===== src/rtl/waveform_prefetch.sv =====
// Streaming sample fetcher: reads pairs of RAM words over the DMA port, packs them into
// DAC samples and buffers them in a small FIFO served over the word_next/word_ok handshake.
module waveform_prefetch #(
  parameter int WORD_WID       = 20,
  parameter int WORD_AMNT_WID  = 11,
  parameter int WORD_AMNT      = 2047,
  parameter int RAM_WID        = 32,
  parameter int RAM_WORD_WID   = 16,
  parameter int RAM_WORD_INCR  = 2,
  parameter int FIFO_DEPTH_WID = 3
) (
  input  logic                    clk,
  input  logic                    rst,
  input  logic                    refresh_start,
  input  logic [RAM_WID-1:0]      start_addr,
  output logic                    refresh_finished,
  output logic [RAM_WID-1:0]      ram_dma_addr,
  input  logic [RAM_WORD_WID-1:0] ram_word,
  output logic                    ram_read,
  input  logic                    ram_valid,
  output logic [WORD_WID-1:0]     word,
  input  logic                    word_next,
  output logic                    word_ok,
  output logic                    word_last,
  input  logic                    word_rst
);

  localparam int DEPTH   = 1 << FIFO_DEPTH_WID;
  localparam int SAMPLES = WORD_AMNT + 1;
  localparam int HI_WID  = WORD_WID - RAM_WORD_WID;
  localparam logic [RAM_WID-1:0]       WORD_STEP   = RAM_WID'(RAM_WORD_INCR);
  localparam logic [RAM_WID-1:0]       SAMPLE_STEP = RAM_WID'(2 * RAM_WORD_INCR);
  localparam logic [WORD_AMNT_WID-1:0] LAST_IDX    = WORD_AMNT_WID'(WORD_AMNT);

  typedef enum logic [1:0] {IDLE, REQ_LO, REQ_HI, FULL} state_t;

  state_t                    state_reg;
  logic [RAM_WID-1:0]        base_reg;
  logic [RAM_WID-1:0]        lo_addr_reg;
  logic [WORD_AMNT_WID-1:0]  fetch_idx_reg;
  logic [RAM_WORD_WID-1:0]   lo_reg;
  logic                      ram_read_reg;
  logic [RAM_WID-1:0]        ram_dma_addr_reg;
  logic                      discard_reg;
  logic                      refresh_start_d_reg;
  logic                      refresh_finished_reg;

  logic [WORD_WID:0]         fifo_mem [DEPTH];
  logic [FIFO_DEPTH_WID-1:0] wr_ptr_reg;
  logic [FIFO_DEPTH_WID-1:0] rd_ptr_reg;
  logic [FIFO_DEPTH_WID:0]   count_reg;
  logic [FIFO_DEPTH_WID:0]   count_next;
  logic [WORD_WID-1:0]       word_reg;
  logic                      word_last_reg;
  logic                      word_ok_reg;

  logic              refresh_rise;
  logic              flush;
  logic              push;
  logic              pop;
  logic              fifo_empty;
  logic              fifo_full;
  logic [WORD_WID:0] push_data;

  assign refresh_rise = refresh_start && !refresh_start_d_reg;
  assign flush        = refresh_rise || word_rst;
  assign fifo_empty   = (count_reg == '0);
  assign fifo_full    = (int'(count_reg) == DEPTH);
  // Data for a read that straddled a flush never reaches the FIFO.
  assign push = (state_reg == REQ_HI) && ram_read_reg && ram_valid && !discard_reg && !flush;
  assign pop  = word_next && !word_ok_reg && !fifo_empty && !flush;
  assign push_data = {fetch_idx_reg == LAST_IDX, ram_word[HI_WID-1:0], lo_reg};

  if (HI_WID < RAM_WORD_WID) begin : g_unused_hi
    logic unused_hi_bits;
    assign unused_hi_bits = &{1'b0, ram_word[RAM_WORD_WID-1:HI_WID]};
  end

  always_comb begin
    count_next = count_reg;
    if (flush)
      count_next = '0;
    else if (push && !pop)
      count_next = count_reg + 1'b1;
    else if (pop && !push)
      count_next = count_reg - 1'b1;
  end

  always_ff @(posedge clk) begin
    if (rst) begin
      state_reg        <= IDLE;
      base_reg         <= '0;
      lo_addr_reg      <= '0;
      fetch_idx_reg    <= '0;
      lo_reg           <= '0;
      ram_read_reg     <= 1'b0;
      ram_dma_addr_reg <= '0;
      discard_reg      <= 1'b0;
    end else begin
      if (refresh_rise)
        base_reg <= start_addr;
      if (flush) begin
        fetch_idx_reg <= '0;
        lo_addr_reg   <= refresh_rise ? start_addr : base_reg;
      end else if (push) begin
        if (fetch_idx_reg == LAST_IDX) begin
          fetch_idx_reg <= '0;
          lo_addr_reg   <= base_reg;
        end else begin
          fetch_idx_reg <= fetch_idx_reg + 1'b1;
          lo_addr_reg   <= lo_addr_reg + SAMPLE_STEP;
        end
      end
      unique case (state_reg)
        IDLE: if (refresh_rise) state_reg <= REQ_LO;
        REQ_LO, REQ_HI: begin
          if (ram_read_reg) begin
            // An outstanding read cannot be aborted; it completes and may be discarded.
            if (ram_valid) begin
              ram_read_reg <= 1'b0;
              discard_reg  <= 1'b0;
              if (discard_reg || flush) begin
                state_reg <= REQ_LO;
              end else if (state_reg == REQ_LO) begin
                lo_reg    <= ram_word;
                state_reg <= REQ_HI;
              end else begin
                state_reg <= (int'(count_next) == DEPTH) ? FULL : REQ_LO;
              end
            end else if (flush) begin
              discard_reg <= 1'b1;
            end
          end else if (flush) begin
            state_reg <= REQ_LO;
          end else begin
            ram_read_reg     <= 1'b1;
            ram_dma_addr_reg <= (state_reg == REQ_LO) ? lo_addr_reg : lo_addr_reg + WORD_STEP;
          end
        end
        FULL: if (flush || !fifo_full) state_reg <= REQ_LO;
        default: state_reg <= IDLE;
      endcase
    end
  end

  // A refresh held high through reset must not count as a new rising edge.
  always_ff @(posedge clk) begin
    refresh_start_d_reg <= refresh_start;
    if (rst || !refresh_start || refresh_rise)
      refresh_finished_reg <= 1'b0;
    else if (fifo_full || int'(count_reg) == SAMPLES)
      refresh_finished_reg <= 1'b1;
  end

  always_ff @(posedge clk) begin
    if (push)
      fifo_mem[wr_ptr_reg] <= push_data;
  end

  always_ff @(posedge clk) begin
    if (rst) begin
      wr_ptr_reg    <= '0;
      rd_ptr_reg    <= '0;
      count_reg     <= '0;
      word_reg      <= '0;
      word_last_reg <= 1'b0;
      word_ok_reg   <= 1'b0;
    end else begin
      count_reg   <= count_next;
      word_ok_reg <= pop;
      if (flush) begin
        wr_ptr_reg <= '0;
        rd_ptr_reg <= '0;
      end else begin
        if (push)
          wr_ptr_reg <= wr_ptr_reg + 1'b1;
        if (pop) begin
          rd_ptr_reg                <= rd_ptr_reg + 1'b1;
          {word_last_reg, word_reg} <= fifo_mem[rd_ptr_reg];
        end
      end
    end
  end

  assign refresh_finished = refresh_finished_reg;
  assign ram_dma_addr     = ram_dma_addr_reg;
  assign ram_read         = ram_read_reg;
  assign word             = word_reg;
  assign word_ok          = word_ok_reg;
  assign word_last        = word_last_reg;

endmodule


===== config.mk =====
export PLATFORM = sky130hd
export DESIGN_NAME = waveform_prefetch
export DESIGN_NICKNAME = d
export VERILOG_FILES = /design/src/rtl/waveform_prefetch.sv
export SDC_FILE = /design/constraint.sdc
export NUM_CORES = 1
export LEC_CHECK = 0
export ABC_AREA = 1
export ABC_CLOCK_PERIOD_IN_PS = 12400
export BUFFER_PORTS_ARGS = -buffer_cell sky130_fd_sc_hd__buf_2
export CAP_MARGIN = 10
export CORE_AREA = 3 3 181 183
export DETAILED_ROUTE_END_ITERATION = 6
export DIE_AREA = 0 0 184 186
export GPL_TIMING_DRIVEN = 0
export PLACE_DENSITY = 0.62
export REMOVE_ABC_BUFFERS = 1
export SETUP_SLACK_MARGIN = 0.3
export SLEW_MARGIN = 20
export SYNTH_ARGS = -nofsm -noshare
export SYNTH_HDL_FRONTEND = slang
export SYNTH_SLANG_ARGS = --single-unit

===== constraint.sdc =====
create_clock -name clk -period 12.4 [get_ports clk]
set_clock_uncertainty 0.1 [all_clocks]
set_input_delay 2.48 -clock clk [delete_from_list [all_inputs] [get_ports clk]]
set_output_delay 2.48 -clock clk [all_outputs]
set_load 0.01 [all_outputs]

==> results of run 1 <==
-- metrics by stage --
stage | worst slack, ns | hold slack (ns) | cells | total power (uW) | cell area [um^2]
floorplan | 6.21 | 0.335 | 1395 | 1320 | 13700
global placement | 3.07 | 0.336 | 1906 | 1390 | 14700
detailed placement | 6.25 | 0.337 | 1941 | 1390 | 15200
CTS | 6.79 | 0.346 | 2005 | 2480 | 16400
global route | 6.53 | 0.369 | 2005 | 2550 | 16400
finish | 6.83 | 0.343 | 2005 | 2450 | 16400
-- power by group --
| group | total, uW | internal [uW] | switching [uW] |
|---|---|---|---|
| Sequential | 1200 | 1170 | 25.4 |
| Combinational | 174 | 62.9 | 111 |
| Clock | 1080 | 661 | 422 |
| Total | 2450 | 1900 | 558 |
-- metal layers --
metal / share of wire (%) / global-route usage [%] / wire length (um) / vias up
met3: 5.0 / 3.05 / 1790 / 73
met4: 2.6 / 6.65 / 926 / 0
li1: - / - / - / 5361
met5: 0 / 0 / 0 / -
met1: 43 / 27.3 / 15600 / 5185
met2: 49 / 36.6 / 17700 / 299
-- logic make-up (layout without fill, tap and decap cells) --
group                      Yosys count  in the layout  share of synthesized area, %
muxes                               14             14                         0.999
buffers and inverters              202            329                          5.67
DFF                                329            329                          58.9
and+or+nand+nor                    460            460                          14.2
adders and majority gates           11             11                         0.981
AOI/OAI and AO/OA                  421            421                          16.7
xor gates and xnor gates            39             39                          2.43
-- layout by cell type, fill, tap and decap left out, types with 3 or more instances in the layout --
cell type / n
a211oi_1: 3
a21oi_1: 126
a31oi_1: 16
buf_12: 5
buf_16: 4
buf_2: 123
buf_4: 12
bufinv_16: 5
clkbuf_1: 12
clkbuf_16: 36
clkbuf_8: 3
clkinv_2: 4
dfxtp_1: 158
edfxtp_1: 168
ha_1: 11
inv_1: 112
inv_2: 5
inv_4: 3
mux2i_1: 14
nand2_1: 157
nand2_2: 4
nand3_1: 52
nand3_2: 4
nand4_1: 11
nor2_1: 185
nor2_2: 6
nor2_4: 5
nor3_1: 18
nor4_2: 6
o211ai_1: 28
o21ai_0: 185
o221ai_1: 22
o22ai_1: 36
or2_2: 3
xnor2_1: 8
xor2_1: 31
-- final timing paths --
check / endpoint / slack [ns] / depth (start not counted)
worst max-delay path: lo_addr_reg[13] / 6.83 / 8
worst min-delay path: refresh_finished / 0.34 / 2
worst max register to register: lo_addr_reg[13] / 8.55 / 8
worst min register to register: refresh_finished / 0.34 / 2
-- cell type report --
| cell class | count | area (um^2) | area share [%] |
|---|---|---|---|
| clock buffer | 51 | 987 | 6.03 |
| tap | 402 | 503 | 3.07 |
| multi-input combinational | 945 | 5030 | 30.7 |
| inverter | 121 | 462 | 2.82 |
| timing repair buffer | 144 | 916 | 5.59 |
| sequential | 329 | 8270 | 50.5 |
| clock inverter | 13 | 206 | 1.26 |
-- worst max-delay path, cell delays in order --
cell      delay [ns]
buf_2           0.12
nand2_4         0.50
nand2_8         0.17
nor2_1          0.95
inv_1           0.84
nand2_2         0.53
o211ai_1        0.15
a21oi_1         0.14
==> results.md, run 1 <==
- Most common cell in the netlist: nor2_1
- First-pass DRT Iterations: 5
- CTS tree: built
- Antenna-violating nets left: 0
- Crit. End Element: register
- Fin. max-slew vios: 0
- Final worst-path cycle share: 44.9%
- Main synth FF type: edfxtp_1
- Die X: 184 um
- Final Hold Vio Count: 0
- Via count: 10918
- Max-cap violations: 0
- RSZ-0062 raised after global routing: no
- Netlist cell types: 46
- DIE AREA: 0.0342 mm^2
- Post-layout util: 52.2%
- Synth top area share: 36.0%
- GPL Wtd Cong: 0.909
- Fmax: 180 MHz
- Number of setup buffers added after CTS: 0
- Cell area power density: 150 mW/mm^2
- Initial antenna violation count: 0
- # setup viols final: 0
- Grt total ovfl: 0
- Mapped cell area: 0.0140 mm^2
- Required @ worst endpoint: 12.74 ns
- Post-Syn Instances: 1476
- Post-cts sizing count: 0
- Initial Util: 44.7%
- Layout cell share with drive strength beyond 1: 15.0%
- Reg clk slew, reported paths: 0.06 ns
- Register bank with the most flops: fifo_mem
- Critical Setup Path Class: input port to register
- Worst skew pair latency: 0.52 ns
- Antenna cell count: 0
- Synth top area cells: edfxtp_1 (36%), dfxtp_1 (23%), o21ai_0 (6.6%)
- Worst setup SP type: input port
- Ports: 110
- Synth async-reset ratio: 0%
- Post-synth top cells: nor2_1 (188), o21ai_0 (185), edfxtp_1 (168)
- Largest area contributor in the netlist: edfxtp_1
- Area of the core: 0.0314 mm^2
- FP Rows: 65
- Worst r2r src: refresh_start_d_reg
- Actual slew at the worst max-slew pin: 1.19 ns
- TNS Setup: 0 ns
- Fill cell count: 2910
- Worst hold path class: register to register
- Final WL: 36000 um
- Status: complete, no violations
- Root buf cell: clkbuf_16
- Fin nets: 1642
- Synthesized area per cell: 9.50 um^2
- Post-detail-place hpwl: 23200 um
- Relative slew slack: 20.1%
- Leakage dissipation: 0.00612 uW
- Crit-path max FO: 52
- First-pass GRT wire length: 57000 um
- Wirelength per Cell: 18.0 um
- Total track usage: 21.0%
- VDD IR max: 0.0000952 V
- Post-synth EDFFs: 168
- Vias in the first global route: 10552
- Crit path DAT: 5.91 ns
- Register area share after synthesis: 58.9%
- Die Y: 186 um
- Area grow syn2layout: 16.8%
- Max FFs per register: 168
- DR vias/cell: 5.45
- Min Clock Period, post-route: 5.57 ns
- CTS sink count: 329
- HP Start: refresh_finished
- Ys Warns: 0
- Post-route DRC: 0
- H-tree depth: 2
- Crit path launch: refresh_start
- CTS Buf Count: 36
- Clock Path Buffers: 3
- Yosys reg bits: 329
- DRT iter0 DRCs: 776
- Port Buf Inserts: 109
- CTS Hold Buffers Added: 0
- Largest net degree at the start of global routing: 73
(Power assumes the default switching activity.)
==> inputs of run 2 (changes only) <==
--- a/config.mk
+++ b/config.mk
@@ -5,8 +5,8 @@
 export SDC_FILE = /design/constraint.sdc
 export NUM_CORES = 1
 export LEC_CHECK = 0
-export ABC_AREA = 1
-export ABC_CLOCK_PERIOD_IN_PS = 12400
+export ABC_AREA = 0
+export ABC_CLOCK_PERIOD_IN_PS = 5500
 export BUFFER_PORTS_ARGS = -buffer_cell sky130_fd_sc_hd__buf_2
 export CAP_MARGIN = 10
 export CORE_AREA = 3 3 181 183
==> constraint.sdc (replaced) <==
create_clock -name clk -period 5.5 [get_ports clk]
set_clock_uncertainty 0.1 [all_clocks]
set_input_delay 1.1 -clock clk [delete_from_list [all_inputs] [get_ports clk]]
set_output_delay 1.1 -clock clk [all_outputs]
set_load 0.01 [all_outputs]
==> results.md, run 2 <==
- Status: complete, no violations
- Die Y: 186 um (unchanged)
- CTS tree: built
- Post-Synth XOR/XNOR Area: 4.06% (+1.6 points)
- DR vias/cell: 5.50 (+1.0%)
- Initial antenna violation count: 0 (unchanged)
- Seq pwr share: 50.9% (+2.1 points)
- Synthesized area per cell: 11.8 um^2 (+25%)
- Reg2reg setup slack: 1.19 ns (-7.36 ns)
- CTS Buf Count: 36 (unchanged)
- Leakage dissipation: 0.00566 uW (-7.5%)
- Min Clock Period, post-route: 4.45 ns
- Most common cell after layout, fill and taps aside: edfxtp_1
- CTS Hold Buffers Added: 0 (unchanged)
- CP endpoint: fifo_mem[1][4]
- Area grow syn2layout: 16.5%
- Ports: 110 (unchanged)
- Post-route DRC: 0 (unchanged)
- Antenna cell count: 0 (unchanged)
- Fin nets: 1351 (-18%)
- Max-cap violations: 0 (unchanged)
- Post-synth top cells: edfxtp_1 (168), dfxtp_1 (161), nand2_1 (157)
- Relative slew slack: 30.5% (+10 points)
- Critical Setup Path Class: input port to register
- Power Internal: 4060 uW (+110%)
- Worst setup SP type: input port
- Root buf cell: clkbuf_16
- Delay-heaviest family, CP: simple AND/OR/NAND/NOR gates
- Largest area contributor in the netlist: edfxtp_1
- Via count: 9432 (-14%)
- Main synth FF type: edfxtp_1
- Area of the core: 0.0314 mm^2 (unchanged)
- GPL Wtd Cong: 0.860 (-5.4%)
- WP depth: 7 (-1)
- Largest net degree at the start of global routing: 65 (-11%)
- Vias in the first global route: 9294 (-12%)
- DRT iter0 DRCs: 754 (-2.8%)
- Cell area power density: 326 mW/mm^2 (+120%)
- VDD IR max: 0.000238 V (+150%)
- Pwr Total: 5300 uW (+120%)
- Fill cell count: 2770 (-4.8%)
- Most common cell in the netlist: edfxtp_1
- RSZ-0062 raised after global routing: no
- Commonest non-fill, non-tap cells in the layout: edfxtp_1 (168), dfxtp_1 (158), nand2_1 (157)
- Layout cell share with drive strength beyond 1: 21.2% (+6.2 points)
- Post-detail-place hpwl: 22100 um (-4.6%)
- Synth top area cells: edfxtp_1 (36%), dfxtp_1 (23%), mux4_2 (6.8%)
- P_sw: 1240 uW (+120%)
- Clk network pwr share: 42.1% (-2.0 points)
- Clock Path Buffers: 3 (unchanged)
- Most frequent CP cell: buf_4
- Mapped cell area: 0.0140 mm^2 (-0.50%)
- Synth top area share: 36.1% (+0.18 points)
- Register area share after synthesis: 59.2% (+0.30 points)
- Switching portion of total power: 23.4% (+0.66 points)
- Crit path DAT: 4.58 ns (-1.33 ns)
- H-tree depth: 2 (unchanged)
- First-pass DRT Iterations: 5 (unchanged)
- Worst hold path class: register to register
- Synth async-reset ratio: 0% (unchanged)
- Post-synth EDFFs: 168 (unchanged)
- Final Hold Vio Count: 0 (unchanged)
- CP bufs+invs: 3 (+1)
- Wirelength per Cell: 18.8 um (+4.5%)
- Multiplexer share of the synthesized area: 9.73% (+8.7 points)
- First-pass GRT wire length: 50600 um (-11%)
- Register bank with the most flops: fifo_mem
- Crit-path max FO: 18 (-65%)
- Final WL: 32200 um (-11%)
- Actual slew at the worst max-slew pin: 1.04 ns (-0.157 ns)
- Initial Util: 44.5% (-0.22 points)
- Crit. End Element: register
- Die X: 184 um (unchanged)
- TNS Setup: 0 ns (unchanged)
- Post-cts sizing count: 0 (unchanged)
- Reg2Reg Depth: 8 (unchanged)
- CP max stage cell: nor3_4
- Antenna-violating nets left: 0 (unchanged)
- Ys Warns: 0 (unchanged)
- Reg-to-Reg End: fifo_mem[1][4]
- Post-synthesis compound-gate area fraction: 9.55% (-7.2 points)
- Post-Syn Instances: 1179 (-20%)
- Number of setup buffers added after CTS: 0 (unchanged)
- WHS: 0.355 ns (+0.0117 ns)
- Required @ worst endpoint: 5.64 ns (-7.10 ns)
- Adder-Cell Fraction of Synth Area: 0.986% (+0.0049 points)
- Worst skew pair latency: 0.52 ns (about the same)
- Combinational share of power: 7.0% (about the same)
- # setup viols final: 0 (unchanged)
- Grt total ovfl: 0 (unchanged)
- Worst r2r src: state_reg[0]
- Crit path launch: ram_valid
- DIE AREA: 0.0342 mm^2 (unchanged)
- Port Buf Inserts: 109 (unchanged)
- Crit-path max cell delay: 1.02 ns (+0.07 ns)
- Yosys reg bits: 329 (unchanged)
- Max FFs per register: 168 (unchanged)
- Synth Area in Simple Gates: 13.2% (-1.0 points)
- FP Rows: 65 (unchanged)
- Final worst-path cycle share: 80.8%
- Fmax: 225 MHz
- Largest family of logic cells by synthesized area: simple AND/OR/NAND/NOR gates
- Reg clk slew, reported paths: 0.06 ns (about the same)
- CTS sink count: 329 (unchanged)
- Fin. max-slew vios: 0 (unchanged)
- Worst-path cell chain: buf_2, nand4b_1, nor3_4, nand2_1, nor3_2, buf_4, buf_4
- Total track usage: 18.7% (-2.3 points)
- Netlist cell types: 73 (+59%)
## run 2: layout make-up
| cell class | count | area [um^2] | share of cell area [%] |
|---|---|---|---|
| flip-flops and latches | 329 | 8270 | 50.9 |
| multi-input cells | 758 | 5320 | 32.7 |
| repair buffers | 151 | 1040 | 6.38 |
| clock buffers | 53 | 998 | 6.14 |
| well taps | 402 | 503 | 3.09 |
| clock inverters | 12 | 92.6 | 0.569 |
| inverters | 10 | 37.5 | 0.231 |
## run 2: how the worst min path moves through the flow
stage                     slack [ns]               to           start  cells past startpoint
after floorplan                 0.32  ram_dma_addr[0]  lo_addr_reg[0]                      2
after global placement          0.34     base_reg[16]    base_reg[16]                      2
after detailed placement        0.35     base_reg[14]    base_reg[14]                      2
after CTS                       0.36     base_reg[14]    base_reg[14]                      2
after global routing            0.37      base_reg[7]     base_reg[7]                      2
final                           0.35     base_reg[14]    base_reg[14]                      2
## run 2: per-layer routing
metal | GRT usage, % | routed length (um)
met5 | 0 | 0
met4 | 5.02 | 600
met3 | 2.95 | 1630
met2 | 32.7 | 15800
met1 | 24.4 | 14100
## run 2: cells by family (layout without fill, tap and decap cells)
family,count (synthesis),count (layout)
multiplexers,83,83
AO/OA/AOI/OAI,209,209
buffers and inverters,92,226
XOR/XNOR,63,63
flip-flops,329,329
adder cells (fa/ha/maj),11,11
AND/OR/NAND/NOR,392,392
## run 2: worst register-to-register path, cell delays in order, from the launching register on
cell	delay (ns)
dfxtp_1	0.34
inv_1	0.09
ha_1	0.16
nand4b_1	0.81
nor3_4	1.02
nand2_1	0.36
nor3_2	0.68
buf_4	0.29
buf_4	0.17
## run 2: through the flow
step                      instance area [um^2]  util, %  std cells  worst slack, ns
final                                    16300     51.8       1715             1.05
after global routing                     16300     51.8       1715            0.869
after CTS                                16300     51.8       1715             1.02
after detailed placement                 15200     48.3       1650            0.469
after global placement                   14600     46.5       1608            -3.80
after floorplan                          13500        -       1097            -1.09
## run 2: power by group through the flow
| stage | Sequential [uW] | Clock, uW | Combinational (uW) |
|---|---|---|---|
| 3_3_place_gp | 2740 | 0 | 362 |
| 6_report | 2700 | 2230 | 371 |
| 2_1_floorplan | 2760 | 0 | 194 |
| 5_1_grt | 2700 | 2390 | 419 |
| 4_1_cts | 2700 | 2290 | 375 |
| 3_5_place_dp | 2750 | 0 | 374 |
